==> config.mk <==
export PLATFORM = sky130hd
export DESIGN_NAME = cpu_writeback_arbiter
export DESIGN_NICKNAME = d
export VERILOG_FILES = /design/src/rtl/cpu_wb_pkg.sv /design/src/rtl/cpu_wb_fifo.sv /design/src/rtl/cpu_writeback_arbiter.sv
export SDC_FILE = /design/constraint.sdc
export NUM_CORES = 1
export LEC_CHECK = 0
export CAP_MARGIN = 40
export CORE_MARGIN = 1.5
export CORE_UTILIZATION = 50
export CTS_BUF_LIST = sky130_fd_sc_hd__clkbuf_8
export CTS_CLUSTER_SIZE = 30
export DETAILED_ROUTE_END_ITERATION = 16
export HOLD_SLACK_MARGIN = 0.05
export MAX_ROUTING_LAYER = met4
export PLACE_DENSITY = 0.85
export SLEW_MARGIN = 20
export SYNTH_ARGS = -nofsm -noshare
export SYNTH_HDL_FRONTEND = slang
export SYNTH_SLANG_ARGS = --single-unit
==> constraint.sdc <==
create_clock -name clk -period 2.4 [get_ports clk]
set_input_delay 0.36 -clock clk [delete_from_list [all_inputs] [get_ports clk]]
set_output_delay 0.36 -clock clk [all_outputs]
set_load 0.01 [all_outputs]
==> src/rtl/cpu_wb_pkg.sv <==
// Shared types and defaults for the CPU register-file writeback arbiter.
package cpu_wb_pkg;

  localparam int unsigned XLEN       = 32;
  localparam int unsigned REG_ADDR_W = 5;

  localparam int unsigned DEPTH_DEFAULT        = 4;
  localparam int unsigned STARVE_LIMIT_DEFAULT = 8;

  typedef struct packed {
    logic [REG_ADDR_W-1:0] rd;
    logic [XLEN-1:0]       data;
  } wb_entry_t;

endpackage

==> src/rtl/cpu_wb_fifo.sv <==
// Small synchronous FIFO holding long-latency results; head is visible combinationally.
module cpu_wb_fifo
  import cpu_wb_pkg::*;
#(
  parameter int unsigned DEPTH = DEPTH_DEFAULT,
  parameter int unsigned CntW  = $clog2(DEPTH + 1)
) (
  input  logic            clk,
  input  logic            rst_n,
  input  logic            push,
  input  wb_entry_t       push_entry,
  input  logic            pop,
  output wb_entry_t       head,
  output logic            full,
  output logic            empty,
  output logic [CntW-1:0] count
);

  localparam int unsigned PtrW = $clog2(DEPTH);

  wb_entry_t       mem_q [DEPTH];
  logic [PtrW-1:0] wr_ptr_q, rd_ptr_q;
  logic [CntW-1:0] count_q, count_d;
  logic            push_ok, pop_ok;

  assign full    = (count_q == CntW'(DEPTH));
  assign empty   = (count_q == '0);
  assign count   = count_q;
  assign head    = mem_q[rd_ptr_q];
  assign push_ok = push && !full;
  assign pop_ok  = pop && !empty;

  always_comb begin
    count_d = count_q;
    unique case ({push_ok, pop_ok})
      2'b10:   count_d = count_q + CntW'(1);
      2'b01:   count_d = count_q - CntW'(1);
      default: count_d = count_q;
    endcase
  end

  // Power-of-two depth lets the pointers wrap naturally.
  always_ff @(posedge clk or negedge rst_n) begin
    if (!rst_n) begin
      wr_ptr_q <= '0;
      rd_ptr_q <= '0;
      count_q  <= '0;
    end else begin
      if (push_ok) wr_ptr_q <= wr_ptr_q + PtrW'(1);
      if (pop_ok)  rd_ptr_q <= rd_ptr_q + PtrW'(1);
      count_q <= count_d;
    end
  end

  always_ff @(posedge clk) begin
    if (push_ok) mem_q[wr_ptr_q] <= push_entry;
  end

endmodule

==> src/rtl/cpu_writeback_arbiter.sv <==
// Owns the register-file write port: pipeline writeback first, then buffered long-latency results.
// Optional starvation guard (wb_hold) is enabled by defining CPU_WB_STARVE_GUARD_EN.
module cpu_writeback_arbiter
  import cpu_wb_pkg::*;
#(
  parameter int unsigned DEPTH        = DEPTH_DEFAULT,
  parameter int unsigned STARVE_LIMIT = STARVE_LIMIT_DEFAULT
) (
  input  logic                  clk,
  input  logic                  rst_n,
  input  logic                  wb_valid,
  input  logic [REG_ADDR_W-1:0] wb_rd,
  input  logic [XLEN-1:0]       wb_data,
  output logic                  wb_hold,
  input  logic                  lu_valid,
  output logic                  lu_ready,
  input  logic [REG_ADDR_W-1:0] lu_rd,
  input  logic [XLEN-1:0]       lu_data,
  input  logic                  iss_valid,
  input  logic [REG_ADDR_W-1:0] iss_rd,
  input  logic [REG_ADDR_W-1:0] q_rs1,
  input  logic [REG_ADDR_W-1:0] q_rs2,
  input  logic [REG_ADDR_W-1:0] q_rd,
  output logic                  q_stall,
  output logic                  rf_we,
  output logic [REG_ADDR_W-1:0] rf_a,
  output logic [XLEN-1:0]       rf_wd
);

  localparam int unsigned CntW    = $clog2(DEPTH + 1);
  localparam int unsigned NumRegs = 1 << REG_ADDR_W;

  if (DEPTH < 2 || (DEPTH & (DEPTH - 1)) != 0 || STARVE_LIMIT == 0) begin : g_param_check
    $error("cpu_writeback_arbiter: DEPTH must be a power of two >= 2, STARVE_LIMIT >= 1");
  end

  wb_entry_t        fifo_head, push_entry;
  logic             fifo_push, fifo_pop, fifo_full, fifo_empty;
  logic [CntW-1:0]  fifo_count;
  logic             slot_used;
  logic [NumRegs-1:0] pending_q, pending_d;

  assign slot_used  = wb_valid && (wb_rd != '0);
  assign fifo_pop   = !slot_used && !fifo_empty;
  assign lu_ready   = !fifo_full;
  // x0 results complete the handshake but are never stored.
  assign fifo_push  = lu_valid && lu_ready && (lu_rd != '0);
  assign push_entry = '{rd: lu_rd, data: lu_data};

  cpu_wb_fifo #(
    .DEPTH (DEPTH),
    .CntW  (CntW)
  ) u_fifo (
    .clk        (clk),
    .rst_n      (rst_n),
    .push       (fifo_push),
    .push_entry (push_entry),
    .pop        (fifo_pop),
    .head       (fifo_head),
    .full       (fifo_full),
    .empty      (fifo_empty),
    .count      (fifo_count)
  );

  count_full_consistent: assert property (@(posedge clk) disable iff (!rst_n)
    fifo_full == (fifo_count == CntW'(DEPTH)));

  always_comb begin
    rf_we = 1'b0;
    rf_a  = '0;
    rf_wd = '0;
    if (slot_used) begin
      rf_we = 1'b1;
      rf_a  = wb_rd;
      rf_wd = wb_data;
    end else if (!fifo_empty) begin
      rf_we = 1'b1;
      rf_a  = fifo_head.rd;
      rf_wd = fifo_head.data;
    end
  end

  // Set is applied after clear so a same-cycle reissue stays pending.
  always_comb begin
    pending_d = pending_q;
    if (fifo_pop)  pending_d[fifo_head.rd] = 1'b0;
    if (iss_valid) pending_d[iss_rd] = 1'b1;
    pending_d[0] = 1'b0;
  end

  always_ff @(posedge clk or negedge rst_n) begin
    if (!rst_n) pending_q <= '0;
    else        pending_q <= pending_d;
  end

  assign q_stall = pending_q[q_rs1] | pending_q[q_rs2] | pending_q[q_rd];

`ifdef CPU_WB_STARVE_GUARD_EN
  localparam int unsigned StarveW = $clog2(STARVE_LIMIT + 1);

  logic [StarveW-1:0] starve_q, starve_d;
  logic               hold_q, hold_d;
  logic               starved;

  assign starved = !fifo_empty && !fifo_pop;

  always_comb begin
    starve_d = '0;
    hold_d   = 1'b0;
    if (starved) begin
      if (starve_q == StarveW'(STARVE_LIMIT - 1)) hold_d = 1'b1;
      else                                        starve_d = starve_q + StarveW'(1);
    end
  end

  always_ff @(posedge clk or negedge rst_n) begin
    if (!rst_n) begin
      starve_q <= '0;
      hold_q   <= 1'b0;
    end else begin
      starve_q <= starve_d;
      hold_q   <= hold_d;
    end
  end

  assign wb_hold = hold_q;
`else
  assign wb_hold = 1'b0;
`endif

endmodule

==> metrics.cfg <==
[run_status]
outcome=complete, but fails checks
failed_checks=negative setup slack

[yosys]
synthDistinctLibCells=48
synth.cell_area_um2=8250
synth_mux_area_share_pct=17.0
post-synth-top-area-fraction_pct=53.9
synthXorXnorAreaFrac_pct=0.637
postSynth.topFlopCell=sky130_fd_sc_hd__edfxtp_1
synth_top_family_by_area=multiplexers
synth_top_cells_by_count=sky130_fd_sc_hd__edfxtp_1, sky130_fd_sc_hd__mux4_2, sky130_fd_sc_hd__o21ai_0
syn_area_per_cell_um2=17.0
async_flop_share_pct=20.4
complex_gate_fraction_of_the_synthesized_area_pct=9.19
synth_enable_flop_cells=148
synthesis.instances=485
yosys_warnings=0
syn_nets=590
yosys.area_share.simple_pct=4.84
synth_area_leader_cell=sky130_fd_sc_hd__edfxtp_1
postSynthRegisterBits=186
synth_sequential_area_ratio_pct=65.4
yosysMostFrequentCell=sky130_fd_sc_hd__edfxtp_1
synth-adder-area-share_pct=1.00
synth_area_leaders=sky130_fd_sc_hd__edfxtp_1, sky130_fd_sc_hd__mux4_2, sky130_fd_sc_hd__dfrtp_1, sky130_fd_sc_hd__a22o_1, sky130_fd_sc_hd__o21ai_0

[finish]
final-instance-count-excl-fill=954
num-fill-cells=1015
areaGrowthSynthToFinish_pct=35.4
fraction_of_layout_instances_using_a_drive_strength_above_1_pct=35.6
antenna_cells=0
finalNetCount=830

[die]
pin_count=140
initial_utilization_pct=51.5
die-width_um=131
placeableCoreArea_um2=16000
die_area_um2=17300
dieHeight_um=131
placement_rows=46

[global_route]
first_global_vias=5971
grt_antenna_before_repair=0
global_route_wire_length_before_repair_um=34600
grt_start_max_net_pins=39
grt.total_usage_pct=27.6
overflow=0

[worst_setup_path]
end_kind=primary output
required_ns=2.04
r2r-start=u_fifo.rd_ptr_q[0]
crit_chain=mux4_2 -> o211a_1 -> a21oi_1 -> o21a_1 -> nand4_1 -> buf_2
worstPathArrival_ns=2.23
crit_path_cell_count=6
critPathLaunchType=register
timing.reg2reg.setup_slack_ns=0
worstSetupStartpoint=pending_q[21]
worst-r2r-cell-count=7
slowest_stage=sky130_fd_sc_hd__mux4_2
cp-endpoint=q_stall
worst-path-max-fanout=4
number_of_buffers_and_inverters_on_the_critical_path=1
path_class=register to primary output
cpPeakStageDelay_ns=0.48
rr_endpoint=pending_q[14]
crit_family=compound AO/OA/AOI/OAI gates

[timing]
post-route-worst-setup-slack_ns=-0.191
finalClockSkew_ns=0.0184
max_freq_ghz=0.386
layout_worst_path_cycle_share_pct=108
fin_tns_setup_ns=-1.03
layout_min_cycle_time_ns=2.59
rsz_0062_raised_after_global_routing=yes
final-max-slew-violation-count=0
timing_hold_violations_final=0
finalSetupViolations=15

[detailed_routing]
drc=0
firstDrtPassIters=4
route.antenna.remaining_nets=0
vias=5673
vias_per_cell=5.95
postRouteWirelength_um=22500
routed_wire_per_std_cell_um=23.6
first_iter_violations=485

[placed_design]
io_buffers=138
placed_cells_incl_taps=878
globalplace.congestion=0.921
post-dp-hpwl_um=14100

[pwr]
irDropWorstVdd_v=0.000599
p_per_area_nw_per_um2=1100
leakage_nw=4.15

[clock_network]
tritoncts.num_buffers=17
worst_skew_late_latency_ns=0.46
cts_sinks=186
cts_buffer_depth=2
tritoncts=built
cts.clk_slew.worst_paths_ns=0.10
cts-htree-levels=4
cts-root-buf=sky130_fd_sc_hd__clkbuf_8

[worst_hold_path]
hold_class=input port to async pin

[run]
max_cap_violations=0

[flip-flops by register name, indices dropped and copies added, names as in the netlist]
name and cells:
u_fifo.mem_q 148, pending_q 31, u_fifo.count 3, u_fifo.rd_ptr_q 2, u_fifo.wr_ptr_q 2
[layer usage]
layer / vias up / share of wire [%] / track usage, %
li1: 2471 / - / -
met1: 2873 / 38 / 33.0
met2: 272 / 51 / 45.6
met3: 57 / 6.2 / 5.59
met4: 0 / 4.1 / 12.6
met5: - / 0 / -
[worst min path at each step]
stage | end | startpoint | slack (ns)
after global placement | u_fifo.count[2] | rst_n | 0.48
final | u_fifo.count[0] | rst_n | 0.27
after detailed placement | u_fifo.count[1] | rst_n | 0.51
after floorplan | pending_q[10] | rst_n | 0.06
after CTS | u_fifo.mem_q[0][2] | lu_data[2] | 0.52
after global routing | u_fifo.count[0] | rst_n | 0.29
[through the flow]
stage	total power, W	utilization (%)	area (um^2)	setup slack (ns)	hold slack [ns]
after CTS	0.0122	69.9	11200	-0.203	0.522
final	0.0123	69.8	11200	-0.191	0.275
after global placement	0.00932	65.1	10400	-0.795	0.477
after global routing	0.0129	69.8	11200	-0.281	0.289
after floorplan	0.00733	-	8280	0.00146	0.0644
after detailed placement	0.00951	65.1	10400	-0.827	0.507
[power breakdown]
part | internal (W) | leakage (nW) | switching, W | total [W]
combinational | 0.00288 | 2.13 | 0.00244 | 0.00533
clock | 0.000969 | 0.202 | 0.00118 | 0.00214
sequential | 0.00435 | 1.81 | 0.000508 | 0.00486
[cell families after synthesis]
kind of cell,Yosys count
AO/OA/AOI/OAI,116
XOR/XNOR,6
adder cells (fa/ha/maj),6
buffers and inverters,35
flip-flops,186
multiplexers,70
other,1
AND/OR/NAND/NOR,65
[cell type report]
| type | instances | area (um^2) | area share [%] |
|---|---|---|---|
| Sequential cell | 186 | 5400 | 48.3 |
| Multi-Input combinational cell | 264 | 2770 | 24.8 |
| Timing Repair Buffer | 247 | 2280 | 20.4 |
| Clock buffer | 17 | 234 | 2.10 |
| Clock inverter | 15 | 178 | 1.59 |
| Inverter | 9 | 33.8 | 0.302 |
| Tap cell | 216 | 270 | 2.42 |
[timing repair]
| item | 4_1_cts | 5_1_grt |
|---|---|---|
| gates resized for setup | 193 | 26 |
| gates cloned | 5 | 0 |
| endpoints found under the setup margin | 61 | 61 |
| hold endpoints to repair | 38 | 0 |
| pin swaps | 27 | 28 |
| hold buffers | 1 | 0 |
| buffers inserted | 33 | 14 |
[cells in the final DEF (no fill, tap or decap), drive strengths merged, types with 12 or more instances in the layout]
cell type / count
edfxtp: 148
buf: 147
clkdlybuf4s50: 89
o21ai: 65
mux4: 56
dfrtp: 38
a22o: 37
clkbuf: 21
inv: 18
mux2i: 12
Note: power is estimated with default switching activity, not from simulation.
